## src/rtl/gameport_pkg.sv

```systemverilog
// Shared types and helpers for the game-port timer.
// Axis value conversion (offset binary, optional deadzone snap).
package gameport_pkg;

    localparam int NUM_JOY_DEF = 2;
    localparam int AXIS_W_DEF  = 8;
    localparam int AXES        = 2 * NUM_JOY_DEF;

    typedef logic [AXIS_W_DEF-1:0] axis_t;

    // Flip the sign bit of a w-bit two's complement value.
    function automatic logic [31:0] to_offset(input logic [31:0] v,
                                              input int w);
        return v ^ (32'd1 << (w - 1));
    endfunction

    function automatic logic [31:0] deadzone(input logic [31:0] v,
                                             input int w,
                                             input int dz);
        logic [31:0] mask;
        logic [31:0] vm;
        logic [31:0] mag;
        mask = (w >= 32) ? 32'hFFFF_FFFF : ((32'd1 << w) - 32'd1);
        vm   = v & mask;
        mag  = vm[w-1] ? (((32'd1 << w) - vm) & mask) : vm;
        if (vm[w-1] && mag == 32'd0)
            mag = 32'd1 << (w - 1);
        return (mag <= $unsigned(dz)) ? 32'd0 : vm;
    endfunction

endpackage

```

## src/rtl/gameport_prescaler.sv

```systemverilog
// Restartable tick generator; period (cpu_speed+1)*2**DIV_LOG2 cycles.
// Uses >= so a lowered speed takes effect at once, without overshoot.
module gameport_prescaler #(
    parameter int DIV_LOG2 = 4
) (
    input  logic       clk,
    input  logic       rst,
    input  logic [3:0] cpu_speed,
    input  logic       restart,
    output logic       tick
);

    localparam int CW = DIV_LOG2 + 4;

    logic [CW-1:0] cnt;
    logic [CW-1:0] period_m1;

    assign period_m1 = {cpu_speed, {DIV_LOG2{1'b1}}};
    assign tick      = (cnt >= period_m1);

    always_ff @(posedge clk or posedge rst) begin
        if (rst)
            cnt <= '0;
        else if (restart)
            cnt <= CW'(1);
        else if (tick)
            cnt <= '0;
        else
            cnt <= cnt + 1'b1;
    end

endmodule

```

## src/rtl/gameport_timer.sv

```systemverilog
// Port 0x201 style game-port emulator: one-shot axis timing, live buttons.
// Optional macro GAMEPORT_DEADZONE_EN snaps small axis values to centre.
module gameport_timer
    import gameport_pkg::*;
#(
    parameter int NUM_JOY  = NUM_JOY_DEF,
    parameter int AXIS_W   = AXIS_W_DEF,
    parameter int DIV_LOG2 = 4,
    parameter int DEADZONE = 4
) (
    input  logic                         clk_cpu,
    input  logic                         reset,
    input  logic [3:0]                   cpu_speed,
    input  logic                         joyswap,
    input  logic                         port_wr,
    input  logic [2*NUM_JOY-1:0]         joy_btn,
    input  logic [2*NUM_JOY*AXIS_W-1:0]  joy_analog,
    output logic [4*NUM_JOY-1:0]         port_out,
    output logic                         busy
);

    localparam int NAXES = 2 * NUM_JOY;

    if (NUM_JOY < 2 || NUM_JOY > 4 || DIV_LOG2 < 1 || DEADZONE < 0
        || AXIS_W < 2 || AXIS_W > 32) begin : g_bad_cfg
        $error("gameport_timer: unsupported parameter set");
    end

    logic [AXIS_W-1:0] tgt_q [NAXES];
    logic [AXIS_W-1:0] tgt_d [NAXES];
    logic [NAXES-1:0]  axis_q;
    logic [NAXES-1:0]  hit;
    logic [NAXES-1:0]  btn_q;
    logic [NAXES-1:0]  btn_d;
    logic [AXIS_W-1:0] counter_q;
    logic              busy_q;
    logic              tick;

    function automatic logic [AXIS_W-1:0] conv(input logic [AXIS_W-1:0] v);
        logic [31:0] w;
        w = 32'(v);
`ifdef GAMEPORT_DEADZONE_EN
        w = deadzone(w, AXIS_W, DEADZONE);
`endif
        w = to_offset(w, AXIS_W);
        return w[AXIS_W-1:0];
    endfunction

    gameport_prescaler #(
        .DIV_LOG2 (DIV_LOG2)
    ) u_prescaler (
        .clk       (clk_cpu),
        .rst       (reset),
        .cpu_speed (cpu_speed),
        .restart   (port_wr),
        .tick      (tick)
    );

    // Only the first two sticks take part in the swap.
    always_comb begin
        for (int j = 0; j < NUM_JOY; j++) begin
            automatic int src = (joyswap && j < 2) ? (j ^ 1) : j;
            tgt_d[2*j]   = conv(joy_analog[src*2*AXIS_W + AXIS_W +: AXIS_W]);
            tgt_d[2*j+1] = conv(joy_analog[src*2*AXIS_W +: AXIS_W]);
            btn_d[2*j +: 2] = ~joy_btn[2*src +: 2];
        end
    end

    always_comb begin
        hit = '0;
        for (int i = 0; i < NAXES; i++)
            hit[i] = (tgt_q[i] == counter_q);
    end

    always_ff @(posedge clk_cpu or posedge reset) begin
        if (reset) begin
            axis_q    <= '0;
            btn_q     <= '1;
            busy_q    <= 1'b0;
            counter_q <= '1;
            for (int i = 0; i < NAXES; i++)
                tgt_q[i] <= '0;
        end else begin
            btn_q <= btn_d;
            if (port_wr) begin
                axis_q    <= '1;
                counter_q <= '0;
                busy_q    <= 1'b1;
                for (int i = 0; i < NAXES; i++)
                    tgt_q[i] <= tgt_d[i];
            end else if (busy_q) begin
                if (counter_q == '1) begin
                    axis_q <= '0;
                    busy_q <= 1'b0;
                end else begin
                    axis_q <= axis_q & ~hit;
                    if (tick)
                        counter_q <= counter_q + 1'b1;
                end
            end
        end
    end

    assign port_out = {btn_q, axis_q};
    assign busy     = busy_q;

endmodule

```

## config.mk

```make
export PLATFORM = sky130hd
export DESIGN_NAME = gameport_timer
export DESIGN_NICKNAME = d
export VERILOG_FILES = /design/src/rtl/gameport_pkg.sv /design/src/rtl/gameport_prescaler.sv /design/src/rtl/gameport_timer.sv
export SDC_FILE = /design/constraint.sdc
export NUM_CORES = 1
export LEC_CHECK = 0
export CORE_MARGIN = 5
export CORE_UTILIZATION = 53
export CTS_CLUSTER_DIAMETER = 100
export CTS_CLUSTER_SIZE = 30
export DETAILED_ROUTE_END_ITERATION = 10
export GPL_TIMING_DRIVEN = 0
export MAX_ROUTING_LAYER = met4
export PLACE_DENSITY = 0.89
export SYNTH_ARGS = -nofsm -noshare
export SYNTH_HDL_FRONTEND = slang
export SYNTH_SLANG_ARGS = --single-unit
```

## constraint.sdc

```tcl
create_clock -name clk_cpu -period 2 [get_ports clk_cpu]
set_clock_uncertainty 0.1 [all_clocks]
set_input_delay 0.4 -clock clk_cpu [delete_from_list [all_inputs] [get_ports clk_cpu]]
set_output_delay 0.4 -clock clk_cpu [all_outputs]
set_load 0.03 [all_outputs]
```

==> flow_summary.ini, run 1 <==
[status]
status = finished clean

[timing]
finalHoldViolCount = 0
fin_crit_sh_pct = 96.8
maxSlewHeadroom_pct = 61.4
drv_slew = 0
finalCriticalPeriod_ps = 1940
worst_slew_pin_slew_ps = 578
finalSetupViolations = 0
fin_tns_setup_ps = 0
fmax_ghz = 0.516

[critical_path]
worstSetupPathType = reg2reg
cp-start-kind = flop
crit_cells = 7
critical-path-slowest-cell = dfrtp_2
slowest_delay_ps = 450
cp.arrival_ps = 2110
crit_path_start = u_prescaler.cnt[5]
r2r_setup_slack_ps = 60
rr_worst_depth = 7
required_ps = 2170
cp_cell_sequence = ha_4 -> nand4_1 -> o22ai_4 -> o21ai_2 -> buf_6 -> or3_1 -> a21oi_2
endpoint_kind = flop
cp_num_buf_inv = 1
worstPathMaxFanout = 8
r2r_end = counter_q[6]
reg2reg_from = u_prescaler.cnt[5]
critPathTopFamily = simple AND/OR/NAND/NOR gates
crit_end = counter_q[6]

[synthesis]
syn_area_per_cell_sq_um = 10.3
yosys.area.top_type = dfrtp_1
synth_top_area_share_pct = 36.5
synthArstFlopShare_pct = 100
synth_most_common_cell = dfrtp_1
synthesis.instances = 298
synth_edf_count = 0
ys_types = 33
synth_commonest_cells = dfrtp_1, nor2_1, a21oi_1, mux2i_1, xor2_1
syn_area_sq_mm = 0.00308
seq_area_frac_synth_pct = 46.8
synth_seq_cells = 57
synth.area.top_cells = dfrtp_1, mux2i_1, dfstp_2
synth-warning-count = 0
yosys_most_used_dff = dfrtp_1
syn-num-nets = 348

[finish]
drive_gt1_share_pct = 17.2
num-fill-cells = 405
postLayoutCellArea_sq_mm = 0.00397
nets = 412
instances_no_fill = 439
area.sequential_sq_mm = 0.00144
multi_input_area_sq_mm = 0.00156
antenna_cells = 0
area_delta_synth_final_pct = 28.7
post-route-util_pct = 71.2

[drt]
ant_nets = 0
vias = 2461
post-route-drc-count = 0
met1_length_mm = 2.94
top_layer_used = met4
drtIter0Drc = 144
wl_met2_mm = 3.84
dr.pass1.iters = 4
viasPerCell = 5.61
route.met3.wl_microns = 500
wl_per_cell_microns = 16.9
totalWireLength_mm = 7.42

[floorplan]
io_pins = 53
start_util_pct = 55.3
num_rows = 27
die_y_microns = 86.3
die-area_sq_mm = 0.00744
die_width_microns = 86.3
core_sq_mm = 0.00557

[power_and_ir_drop]
peakVddDrop_mv = 0.463
power_mw = 2.74
cellLeakagePower_nw = 1.73
p_per_area_mw_per_mm2 = 692

[cts]
cts_buffers = 9
clockBufferDepth = 2
htreeDepth = 3
clk_latency_ps = 340
cts_root_buffer = clkbuf_8
postCtsHoldBufs = 0
cts_tree = built
clock_sinks = 57
clkTransAtPathRegs_ps = 60

[grt]
grt_util_all_layers_pct = 22.3
grt_max_degree = 40
grt.overflow.total = 0
grt_pass1_vias = 2641
grt_pass1_wl_mm = 12.5
antenna_found_initial = 0

[placement]
place_area_sq_mm = 0.00370
dp_hpwl_mm = 5.37
finalWeightedCongestion = 0.872
dp.cells = 422
portBuffers = 51

[flow_run]
cap_violations = 0

[worst_hold_path]
hp-class = in2async
area by class of cell:
type,count,area share [%]
flip-flops and latches,57,36.4
inverters,8,0.757
well taps,72,2.27
clock inverters,3,1.01
repair buffers,55,13.7
plain buffers,20,2.71
multi-input cells,211,39.4
clock buffers,13,3.75
timing repair:
item                       CTS  global route
buffers inserted             3             0
setup endpoints to repair    7             8
gates resized for setup     19             6
pin swaps                   10             1
metal layers:
layer,up-vias,global-route usage [%]
met5,-,-
met4,0,8.07
met3,13,6.84
met2,87,37.0
met1,1201,25.7
li1,1160,-
where the power goes:
| part | switching (mW) | leakage (nW) | internal [mW] | total (mW) |
|---|---|---|---|---|
| Sequential | 0.0664 | 0.630 | 1.24 | 1.31 |
| Combinational | 0.197 | 1.00 | 0.198 | 0.395 |
| Clock | 0.433 | 0.0974 | 0.606 | 1.04 |
worst min path at each step:
stage                          to  slack (ps)               start  cells after the start
6_report                     busy         270               reset                      2
5_1_grt        u_prescaler.cnt[7]         320               reset                      2
4_1_cts        u_prescaler.cnt[2]         270               reset                      2
3_5_place_dp            axis_q[3]         390           axis_q[3]                      1
3_3_place_gp   u_prescaler.cnt[0]         380  u_prescaler.cnt[0]                      1
2_1_floorplan  u_prescaler.cnt[0]         360  u_prescaler.cnt[0]                      1
flip-flops by register name, summed over array words and instances, names as in the netlist:
name / flops
btn_q: 4
u_prescaler.cnt: 8
busy: 1
axis_q: 4
counter_q: 8
tgt_q: 32
cells in the final DEF (no fill, tap or decap), types with 5 or more instances in the layout:
| cell | n |
|---|---|
| a21oi_1 | 34 |
| clkbuf_1 | 12 |
| clkbuf_8 | 10 |
| clkdlybuf4s50_1 | 43 |
| dfrtp_1 | 43 |
| dfstp_2 | 12 |
| dlygate4sd2_1 | 8 |
| mux2i_1 | 37 |
| nand2_1 | 5 |
| nand3_1 | 5 |
| nor2_1 | 40 |
| nor4_1 | 8 |
| o21ai_0 | 5 |
| or3_1 | 5 |
| xor2_1 | 36 |
through the flow:
stage / hold slack [ps] / setup slack, ps
after detailed placement: 391 / -514
after global placement: 385 / -843
after CTS: 269 / 22.8
after floorplan: 355 / 120
after global routing: 317 / -12.5
final: 272 / 63.1
kinds of logic (layout without fill, tap and decap cells):
kind of cell,after synthesis,after routing,synth area share (%)
AOI/OAI and AO/OA,53,53,10.4
xor gates and xnor gates,40,40,11.4
adders and majority gates,6,6,2.44
buffers and inverters,30,99,4.67
DFF,57,57,46.8
muxes,41,41,13.5
and+or+nand+nor,71,71,10.9
(Power assumes the default switching activity.)
==> run 2: changes to the inputs <==
- CAP_MARGIN: unset -> 20
==> flow_summary.ini, run 2 (synthesis gave the netlist of run 1 again) <==
[status]
status = finished clean

[cts]
clk_latency_ps = 340
cts_root_buffer = clkbuf_8
cts_buffers = 9
clkTransAtPathRegs_ps = 60
htreeDepth = 3
clockBufferDepth = 2
clock_sinks = 57
cts_tree = built

[drt]
dr.pass1.iters = 4
post-route-drc-count = 0
route.met3.wl_microns = 500
wl_per_cell_microns = 16.9
totalWireLength_mm = 7.42
top_layer_used = met4
met1_length_mm = 2.94
drtIter0Drc = 144
wl_met2_mm = 3.84
ant_nets = 0
viasPerCell = 5.61
vias = 2461

[floorplan]
io_pins = 53
start_util_pct = 55.3
num_rows = 27
die-area_sq_mm = 0.00744
die_y_microns = 86.3
core_sq_mm = 0.00557
die_width_microns = 86.3

[timing]
drv_slew = 0
fin_crit_sh_pct = 96.8
maxSlewHeadroom_pct = 61.4
finalCriticalPeriod_ps = 1940
finalSetupViolations = 0
fmax_ghz = 0.516
finalHoldViolCount = 0
worst_slew_pin_slew_ps = 578
holdWs_ps = 272

[power_and_ir_drop]
cellLeakagePower_nw = 1.73
peakVddDrop_mv = 0.463
pwr-share-clk_pct = 37.9
power_mw = 2.74
intPower_mw = 2.05
comb_power_share_pct = 14.4
seq_power_share_pct = 47.7
swShare_pct = 25.4
total_switching_power_uw = 696
p_per_area_mw_per_mm2 = 692

[grt]
grt_util_all_layers_pct = 22.3
grt_max_degree = 40
grt_pass1_vias = 2641
antenna_found_initial = 0
grt.overflow.total = 0
grt_pass1_wl_mm = 12.5

[finish]
num-fill-cells = 405
postLayoutCellArea_sq_mm = 0.00397
drive_gt1_share_pct = 17.2
instances_no_fill = 439
area_delta_synth_final_pct = 28.7
final_cell_mix = dfrtp_1, clkdlybuf4s50_1, nor2_1
post-route-util_pct = 71.2
nets = 412
reg_top3 = tgt_q (32), counter_q (8), u_prescaler.cnt (8)
antenna_cells = 0
largest_reg_flops = 32
regMostFlops = tgt_q

[placement]
dp.cells = 422
portBuffers = 51
place_area_sq_mm = 0.00370
dp_hpwl_mm = 5.37
finalWeightedCongestion = 0.872

[critical_path]
critical-path-slowest-cell = dfrtp_2
slowest_delay_ps = 450
required_ps = 2170
rr_worst_depth = 7
cp.arrival_ps = 2110
cp-start-kind = flop
cp_cell_sequence = ha_4 -> nand4_1 -> o22ai_4 -> o21ai_2 -> buf_6 -> or3_1 -> a21oi_2
worstPathMaxFanout = 8
worstSetupPathType = reg2reg
endpoint_kind = flop

[flow_run]
cap_violations = 0

[worst_hold_path]
hp-class = in2async
run 2: power by group through the flow:
stage	sequential [mW]	combinational, mW	clock [mW]
6_report	1.31	0.395	1.04
5_1_grt	1.32	0.438	1.12
4_1_cts	1.31	0.396	1.06
3_5_place_dp	1.33	0.394	0
3_3_place_gp	1.32	0.373	0
2_1_floorplan	1.32	0.220	0
run 2: worst paths after layout:
check | start | to | slack [ps]
worst max-delay path | u_prescaler.cnt[5] | counter_q[6] | 60
worst min-delay path | reset | busy | 270
worst max register to register | u_prescaler.cnt[5] | counter_q[6] | 60
worst min register to register | axis_q[3] | axis_q[3] | 400
max in group asynchronous | reset | counter_q[0] | 930
min in group clk_cpu | axis_q[3] | axis_q[3] | 400
run 2: metrics by stage:
step,TNS [ps],setup slack (ps)
floorplan,0,120
global placement,-49810,-843
detailed placement,-8250,-514
CTS,0,22.8
global route,-12.5,-12.5
finish,0,63.1
run 2: layout make-up:
class | count | area [sq um] | area share (%)
timing repair buffer | 55 | 543 | 13.7
tap | 72 | 90.1 | 2.27
inverter | 8 | 30.0 | 0.757
buffer | 20 | 108 | 2.71
clock buffer | 13 | 149 | 3.75
sequential | 57 | 1440 | 36.4
clock inverter | 3 | 40.0 | 1.01
multi-input combinational | 211 | 1560 | 39.4
run 2: per-layer routing:
metal / global-route usage [%] / vias to the layer above
li1: - / 1160
met1: 25.7 / 1201
met2: 37.0 / 87
met3: 6.84 / 13
met4: 8.07 / 0
met5: - / -
run 2: worst max-delay path: cells and delay by family, from the launching register on:
kind | cells | cell delay [ps]
flip-flops | 1 | 450
buffers and inverters | 1 | 150
adder cells (fa/ha/maj) | 1 | 290
AO/OA/AOI/OAI | 3 | 430
AND/OR/NAND/NOR | 2 | 460
run 2: repair_timing:
action,in CTS,in global routing
pin swaps,10,1
gates cloned,0,0
hold buffers,0,0
gates resized for setup,19,6
setup endpoints to repair,7,8
setup buffers,3,0
